## config.mk

```make
export PLATFORM = sky130hd
export DESIGN_NAME = uart_tx_unit_flat
export DESIGN_NICKNAME = d
export VERILOG_FILES = /design/src/rtl/uart_pkg.sv /design/src/rtl/uart_tx_unit_if.sv /design/src/rtl/uart_tx_unit.sv /design/src/flat_wrapper.sv
export SDC_FILE = /design/constraint.sdc
export NUM_CORES = 1
export LEC_CHECK = 0
export ABC_AREA = 1
export ABC_CLOCK_PERIOD_IN_PS = 1400
export BUFFER_PORTS_ARGS = -buffer_cell sky130_fd_sc_hd__buf_2
export CAP_MARGIN = 20
export CORE_ASPECT_RATIO = 0.8
export CORE_UTILIZATION = 52
export CTS_BUF_LIST = sky130_fd_sc_hd__clkbuf_8
export CTS_CLUSTER_SIZE = 14
export DETAILED_ROUTE_END_ITERATION = 6
export PLACE_DENSITY = 0.81
export SYNTH_ARGS = -nofsm -noshare
export SYNTH_HDL_FRONTEND = slang
export SYNTH_SLANG_ARGS = --single-unit
export TNS_END_PERCENT = 1
```

## constraint.sdc

```tcl
create_clock -name clk -period 1.4 [get_ports clk]
set_input_delay 0.07 -clock clk [delete_from_list [all_inputs] [get_ports clk]]
set_output_delay 0.07 -clock clk [all_outputs]
set_load 0.02 [all_outputs]
```

## src/rtl/uart_pkg.sv

```systemverilog
// Shared UART package: FSM state encoding and default frame constants.
// Used by the transmitter and by the oversampling receiver so both agree on
// the default data width and oversampling ratio.
package uart_pkg;

    localparam int DEF_DBIT    = 8;
    localparam int DEF_OS      = 16;
    localparam int DEF_SB_TICK = 16;

    typedef enum logic [2:0] {
        IDLE   = 3'd0,
        START  = 3'd1,
        DATA   = 3'd2,
        PARITY = 3'd3,
        STOP   = 3'd4
    } uart_state_t;

endpackage

```

## src/rtl/uart_tx_unit_if.sv

```systemverilog
// Host-side handshake of the UART transmitter.
// master: host write logic; slave: the transmitter.
interface uart_tx_if
    import uart_pkg::*;
#(
    parameter int DBIT = DEF_DBIT
);
    logic            tx_start;
    logic [DBIT-1:0] din;
    logic            tx_busy;
    logic            tx_done_tick;

    modport master (output tx_start, din, input tx_busy, tx_done_tick);
    modport slave  (input tx_start, din, output tx_busy, tx_done_tick);
endinterface

```

## src/rtl/uart_tx_unit.sv

```systemverilog
// UART transmitter: start bit, DBIT data bits LSB first, optional parity
// bit, then the stop period. Bit timing comes from the external
// oversampling tick s_tick (OS ticks per bit, SB_TICK ticks of stop).
//
// Optional feature: define UART_TX_PARITY_EN to insert a parity bit after
// the data bits (even parity, or odd when PARITY_ODD=1).
//
// state  | meaning
// -------+-------------------------------------------------------------
// IDLE   | line high, waiting for tx_start
// START  | driving start bit (0) for OS ticks
// DATA   | driving shreg[0] for OS ticks per bit, DBIT bits
// PARITY | driving parity of the latched word for OS ticks (optional)
// STOP   | driving stop level (1) for SB_TICK ticks, then done pulse
module uart_tx_unit
    import uart_pkg::*;
#(
    parameter int DBIT       = DEF_DBIT,
    parameter int OS         = DEF_OS,
    parameter int SB_TICK    = DEF_SB_TICK,
    parameter int PARITY_ODD = 0
) (
    input  logic      clk,
    input  logic      reset,
    input  logic      s_tick,
    uart_tx_if.slave  host,
    output logic      tx
);

    localparam int TMAX = (OS > SB_TICK) ? OS : SB_TICK;
    localparam int TW   = $clog2(TMAX);
    localparam int BW   = $clog2(DBIT);

    localparam logic [TW-1:0] OS_LAST   = TW'(OS - 1);
    localparam logic [TW-1:0] STOP_LAST = TW'(SB_TICK - 1);
    localparam logic [BW-1:0] BIT_LAST  = BW'(DBIT - 1);

    uart_state_t     state, state_n;
    logic [TW-1:0]   tick_cnt, tick_n;
    logic [BW-1:0]   bit_cnt, bit_n;
    logic [DBIT-1:0] shreg, shreg_n;
    logic            tx_reg, tx_n;
    logic            done_reg, done_n;

`ifdef UART_TX_PARITY_EN
    // Parity is taken from a frame-long copy of the word, not the shifter,
    // because the shifter has been emptied by the time the parity bit goes out.
    logic [DBIT-1:0] data_latched, data_n;

    // Latched word for the parity bit.
    always_ff @(posedge clk or posedge reset) begin
        if (reset) data_latched <= '0;
        else       data_latched <= data_n;
    end
`endif

    // State, counters, shifter and the registered line/done outputs.
    always_ff @(posedge clk or posedge reset) begin
        if (reset) begin
            state    <= IDLE;
            tick_cnt <= '0;
            bit_cnt  <= '0;
            shreg    <= '0;
            tx_reg   <= 1'b1;
            done_reg <= 1'b0;
        end else begin
            state    <= state_n;
            tick_cnt <= tick_n;
            bit_cnt  <= bit_n;
            shreg    <= shreg_n;
            tx_reg   <= tx_n;
            done_reg <= done_n;
        end
    end

    // Next-state, counter updates and next line level (from the next state,
    // so tx follows the state with no combinational path to the pin).
    always_comb begin
        state_n = state;
        tick_n  = tick_cnt;
        bit_n   = bit_cnt;
        shreg_n = shreg;
        done_n  = 1'b0;
        tx_n    = 1'b1;
`ifdef UART_TX_PARITY_EN
        data_n  = data_latched;
`endif

        case (state)
            IDLE: begin
                if (host.tx_start) begin
                    shreg_n = host.din;
                    tick_n  = '0;
                    state_n = START;
`ifdef UART_TX_PARITY_EN
                    data_n  = host.din;
`endif
                end
            end
            START: begin
                if (s_tick) begin
                    if (tick_cnt == OS_LAST) begin
                        tick_n  = '0;
                        bit_n   = '0;
                        state_n = DATA;
                    end else begin
                        tick_n = tick_cnt + 1'b1;
                    end
                end
            end
            DATA: begin
                if (s_tick) begin
                    if (tick_cnt == OS_LAST) begin
                        tick_n  = '0;
                        shreg_n = shreg >> 1;
                        if (bit_cnt == BIT_LAST) begin
                            bit_n = '0;
`ifdef UART_TX_PARITY_EN
                            state_n = PARITY;
`else
                            state_n = STOP;
`endif
                        end else begin
                            bit_n = bit_cnt + 1'b1;
                        end
                    end else begin
                        tick_n = tick_cnt + 1'b1;
                    end
                end
            end
`ifdef UART_TX_PARITY_EN
            PARITY: begin
                if (s_tick) begin
                    if (tick_cnt == OS_LAST) begin
                        tick_n  = '0;
                        state_n = STOP;
                    end else begin
                        tick_n = tick_cnt + 1'b1;
                    end
                end
            end
`endif
            STOP: begin
                if (s_tick) begin
                    if (tick_cnt == STOP_LAST) begin
                        tick_n  = '0;
                        state_n = IDLE;
                        done_n  = 1'b1;
                    end else begin
                        tick_n = tick_cnt + 1'b1;
                    end
                end
            end
            default: begin
                tick_n  = '0;
                bit_n   = '0;
                state_n = IDLE;
            end
        endcase

        case (state_n)
            START:   tx_n = 1'b0;
            DATA:    tx_n = shreg_n[0];
`ifdef UART_TX_PARITY_EN
            PARITY:  tx_n = (^data_n) ^ PARITY_ODD[0];
`endif
            default: tx_n = 1'b1;
        endcase
    end

    assign tx                = tx_reg;
    assign host.tx_done_tick = done_reg;
    assign host.tx_busy      = (state != IDLE);

endmodule
```

## src/flat_wrapper.sv

```systemverilog
// flat-port wrapper written by rule: the top's interface ports become plain ports
module uart_tx_unit_flat import uart_pkg::*;
#(
    parameter int DBIT       = DEF_DBIT,
    parameter int OS         = DEF_OS,
    parameter int SB_TICK    = DEF_SB_TICK,
    parameter int PARITY_ODD = 0
)
  (clk, reset, s_tick, tx, host_tx_start, host_din, host_tx_busy, host_tx_done_tick);
  uart_tx_if #(.DBIT(DBIT)) host_i ();
  input  logic clk;
  input  logic reset;
  input  logic s_tick;
  output logic tx;
  input wire logic [$bits(host_i.tx_start)-1:0] host_tx_start;
  input wire logic [$bits(host_i.din)-1:0] host_din;
  output wire logic [$bits(host_i.tx_busy)-1:0] host_tx_busy;
  output wire logic [$bits(host_i.tx_done_tick)-1:0] host_tx_done_tick;
  assign host_i.tx_start = host_tx_start;
  assign host_i.din = host_din;
  assign host_tx_busy = host_i.tx_busy;
  assign host_tx_done_tick = host_i.tx_done_tick;
  uart_tx_unit #(.DBIT(DBIT), .OS(OS), .SB_TICK(SB_TICK), .PARITY_ODD(PARITY_ODD)) u_core (.clk(clk), .reset(reset), .s_tick(s_tick), .host(host_i), .tx(tx));
endmodule
```

# [Word-level counts from Yosys, hierarchy flattened]
# Cells that the tools add are included.
# W data, S select, Z words.
[totals] ram_bits=0 wordCells=58 rom_bits=0 memories=0 reg_bits=20 latchBits=0 inputBits=12
[classes] div=0 addsub=2 reduce_logical=8 bitwise_logic=1 n_eq_ne=13 mul=0 order_cmp=0 mux=27 shift=0
[op_table] cell="$mux W3" n=13
[op_table] cell="$mux W8" n=3
[op_table] cell="$pmux W8 S2" n=1
[op_table] cell="$mux W4" n=3
[op_table] cell="$pmux W3 S4" n=1
[op_table] cell="$pmux W3 S3" n=1
[op_table] cell="$pmux W4 S2" n=1
[op_table] cell="$eq A3 B1 Y1 const B" n=2
[op_table] cell="$eq A3 B2 Y1 const B" n=2
[op_table] cell="$eq A3 B3 Y1 const B" n=2
[op_table] cell="$ne A2 B1 Y1 const B" n=3
[op_table] cell="$ne A2 B2 Y1 const B" n=3
[op_table] cell="$reduce_and A5 Y1" n=1
[op_table] cell="$add A4 B1 Y4 const B" n=1
[op_table] cell="$eq A4 B4 Y1 const B" n=1
[op_table] cell="$reduce_and A4 Y1" n=1
[op_table] cell="$add A3 B1 Y3 const B" n=1
[op_table] cell="$logic_not A3 Y1" n=1
[op_table] cell="$mux W1" n=3
[op_table] cell="$reduce_bool A3 Y1" n=1
[op_table] cell="$reduce_or A3 Y1" n=1
[op_table] cell="$pmux W1 S2" n=1
[op_table] cell="$reduce_and A2 Y1" n=1
[op_table] cell="$reduce_bool A2 Y1" n=1
[op_table] cell="other kinds (2)" n=2

# [Depth between registers and ports, before layout]
[depth] word_depth=7 depth_mapped=9

# [Worst setup path after synthesis]
# Ideal clock, no wire load.
[synth_timing] path_kind="reg2reg" start="register u_core.tick_cnt[0]" end="register u_core.bit_cnt[0]" t_arrival_ns=1.236 synth_period_minus_slack_ns=1.353 t_required_ns=1.283 stages_incl_launch_ff=9 slack_ns=0.047 n_path_buf=0 path_cell_list="dfrtp_1 ha_1 nand2_1 nor2_2 nand2_2 a21oi_2 inv_1 nand2_1 nand2_1"
[synth_between] elab_chain_len=3
[synth_rtl] item="start: declaration" line="uart_tx_unit.sv:39" rtl="logic [TW-1:0] tick_cnt, tick_n;"
[synth_rtl] item="start signal: assignment" line="uart_tx_unit.sv:68" rtl="tick_cnt <= tick_n;"
[synth_rtl] item="$eq A4 B4 Y1 *" line="uart_tx_unit.sv:102, uart_tx_unit.sv:113"
[synth_rtl] item="$ne A2 B1 Y1 (no line)"
[synth_rtl] item="$reduce_and A5 Y1 (no line) *"
[synth_rtl] item="end signal: assignment" line="uart_tx_unit.sv:69" rtl="bit_cnt <= bit_n;"
[synth_rtl] item="end: declaration" line="uart_tx_unit.sv:40" rtl="logic [BW-1:0] bit_cnt, bit_n;"
# Mark *: on every way between the ends. The rest lies on a longest branch, timed or not.
# A chain may end at the register's enable or synchronous reset.

# [Worst setup path after layout]
[layout_timing] start="register u_core.tick_cnt[0]" end="register u_core.shreg[4]"
[layout_between] elab_chain_len=3
[layout_rtl] item="$eq A4 B4 Y1" line="uart_tx_unit.sv:113" rtl="if (tick_cnt == OS_LAST) begin"
[layout_rtl] item="$ne A2 B1 Y1 (no line)"
[layout_rtl] item="$reduce_and A4 Y1 (no line)"
[layout_rtl] item="end signal: assignment" line="uart_tx_unit.sv:70" rtl="shreg <= shreg_n;"
[layout_rtl] item="end: declaration" line="uart_tx_unit.sv:41" rtl="logic [DBIT-1:0] shreg, shreg_n;"
# Every way passes these cells.

==> results.cfg <==
[global_route]
grt_overflow_total = 0
grt_start_max_net_pins = 21
grt_pass1_wl_mm = 4.14
grt_antenna_before_repair = 0
grt_util_met3 = 0.0688
met1_usage = 0.321
gr-max-usage-layer = met2
grt_use_met2 = 0.454
grt_pass1_vias = 940
track_usage = 0.257

[synthesis]
synth_enable_flop_cells = 0
synth_top_area_frac = 0.452
yosys_warnings = 0
yosysTopAreaCell = dfrtp_1
synth.ff_latch_count = 20
ys_seq_area_frac = 0.477
avgSynthCellArea_sq_um = 8.15
synth_most_common_cell = nand2_1
syn-num-nets = 144
syn-cell-area_sq_um = 1050
yosysUniqueCellTypes = 19
async_reset_ff_frac = 1.00
synthTopCellsByArea = dfrtp_1 (45%), nand2_1 (18%), nand3_1 (6.7%), nor2_4 (4.3%), ha_1 (3.6%)
synth_cells = 129
ys_top_cells_by_count = nand2_1 (50), dfrtp_1 (19), nand3_1 (14)
synthFlopType = dfrtp_1

[sta]
max_freq_mhz = 722
maxSlewHeadroom = 0.778
fin_crit_ns = 1.38
rsz0062_at_grt = true
worst_pin_slew_ns = 0.333
skew_ns = 0.00726
setup_viol = 0
fin_setup_tns_ns = 0
holdWs_ns = 0.0246
report.final.slew_viol_count = 0
final-hold-violation-count = 0
period_share = 0.989

[clock_network]
h-tree-depth = 1
cts-root-buf = clkbuf_8
cts.sinks = 20
cts_tree = yes
path_clk_slew_ns = 0.08
numCtsBuffers = 3
cts_buffer_depth = 2
clk_latency_ns = 0.26

[final_layout]
largestRegisters = u_core.shreg: 8 flops, u_core.tick_cnt: 4 flops
nFillCells = 132
largest_register = u_core.shreg
drive_gt1_frac = 0.379
area_delta_synth_final_pct = 32.0
multi_input_area_sq_um = 571
largest_reg_flops = 8
nets = 177
final_util = 0.733
n_antenna_cell = 0
regArea_sq_um = 502

[pwr]
power_switching_uw = 693
pwr-share-seq = 0.459
intPower_uw = 1300
vdd_drop_max_mv = 0.965
powerDensity_nw_per_um2 = 1430
p_clk_frac = 0.224
p_sw_frac = 0.348
p_leak_uw = 0.000735
share_comb_of_total_power = 0.317

[place]
numPortBuffers = 14
dp_hpwl_mm = 1.56
routabilityCongestion = 0.779

[drt]
drt_iter0_drc = 19
vias = 962
wl_mm = 2.39
route.detailed.drc = 0
drtPass1Iterations = 4
detail-route-antenna-nets = 0
wl_per_cell_um = 12.9
via_per_inst = 5.20

[setup_path]
cp-end-kind = register
critPathMostFrequentCell = nor2_4
crit_path_max_incr_delay_ns = 0.40
cp-startpoint = u_core.tick_cnt[0]
path_delay_family = simple AND/OR/NAND/NOR gates
path_buf_inv = 0
crit_path_start_kind = register
path_cells = ha_4, nand2_4, nor2_4, nand2_4, nor2_4, nor2_4, nand2_1, nand3_1
crit_path_top_delay_cell = dfrtp_1
worstReg2RegStart = u_core.tick_cnt[0]
path_max_fanout = 7
crit_required_ns = 1.54
arrival_ns = 1.52
path_class = register to register

[floorplan]
start_util = 0.556
die-area_sq_um = 2210
die_w_um = 52.3
die_h_um = 42.2
coreArea_sq_um = 1890
row_count = 14
ios = 15

[run_status]
status = complete, no violations

[job]
max-cap-violations = 0

[min_path]
hp-class = input pin to register
hp-start = host_din[7]
logic make-up after synthesis:
family / count (synthesis) / share of synthesized area
xor gates and xnor gates: 1 / 0.00833
DFF: 20 / 0.477
AOI/OAI and AO/OA: 3 / 0.0190
and+or+nand+nor: 89 / 0.413
adders and majority gates: 3 / 0.0357
buffers and inverters: 13 / 0.0464
layout by cell type, fill, tap and decap left out:
cell,n
dfrtp_1,19
nand2_4,2
ha_1,2
nor2_2,1
or2_4,1
inv_1,8
ha_4,1
buf_6,1
nand3_4,1
nor2_1,3
o22ai_1,1
nand4_1,5
o21ai_1,1
xor2_1,1
nand3_2,3
nor2_4,6
a21oi_4,1
buf_4,12
nand2_1,46
or2_0,1
clkbuf_8,4
nand3_1,12
dfstp_2,1
dlygate4sd3_1,1
nand2_2,8
inv_2,5
buf_2,14
worst paths after layout:
path	end	slack [ns]	cells after the start
worst min-delay path	u_core.shreg[7]	0.02	3
max in group asynchronous	u_core.tx	0.73	4
worst max-delay path	u_core.shreg[4]	0.02	8
worst max register to register	u_core.shreg[4]	0.02	8
min in group asynchronous	u_core.tick_cnt[2]	0.39	4
worst min register to register	u_core.shreg[5]	0.49	2
through the flow:
| step | power (uW) | area [sq um] | worst slack, ns | cells |
|---|---|---|---|---|
| after floorplan | 1200 | 1050 | 0.0471 | 129 |
| after global routing | 2100 | 1390 | -0.0683 | 185 |
| after detailed placement | 1380 | 1200 | -0.0732 | 173 |
| after global placement | 1350 | 1200 | -0.00995 | 173 |
| final | 1990 | 1390 | 0.0155 | 185 |
| after CTS | 1910 | 1330 | 0.00254 | 182 |
tightest hold or removal path: stages:
cell and delay, ns:
buf_2 0.08, nand2_1 0.05, nand2_1 0.05
power groups by stage:
stage | clock, uW | sequential [uW] | combinational [uW]
2_1_floorplan | 0 | 868 | 335
3_3_place_gp | 0 | 874 | 475
3_5_place_dp | 0 | 878 | 498
4_1_cts | 448 | 889 | 569
5_1_grt | 469 | 931 | 704
6_report | 446 | 914 | 631
final cells by class:
| class | instances | share of cell area |
|---|---|---|
| Clock buffer | 4 | 0.0397 |
| Inverter | 13 | 0.0352 |
| Multi-Input combinational cell | 96 | 0.411 |
| Sequential cell | 20 | 0.362 |
| Tap cell | 24 | 0.0216 |
| Timing Repair Buffer | 28 | 0.131 |
metal layers:
metal,part of all wire,routed length (um)
met1,0.42,1010
met2,0.53,1250
met3,0.045,108
met4,0.0054,13
met5,0,0
timing repair:
| action | in CTS | in global routing |
|---|---|---|
| cloned | 0 | 0 |
| resized for setup | 8 | 10 |
| buffers inserted | 4 | 3 |
| hold buffers | 1 | 0 |
| pin swaps | 5 | 13 |
| endpoints found under the setup margin | 11 | 15 |
| endpoints found under the hold margin | 19 | 0 |
No activity file was read; power rests on OpenSTA's default activity.
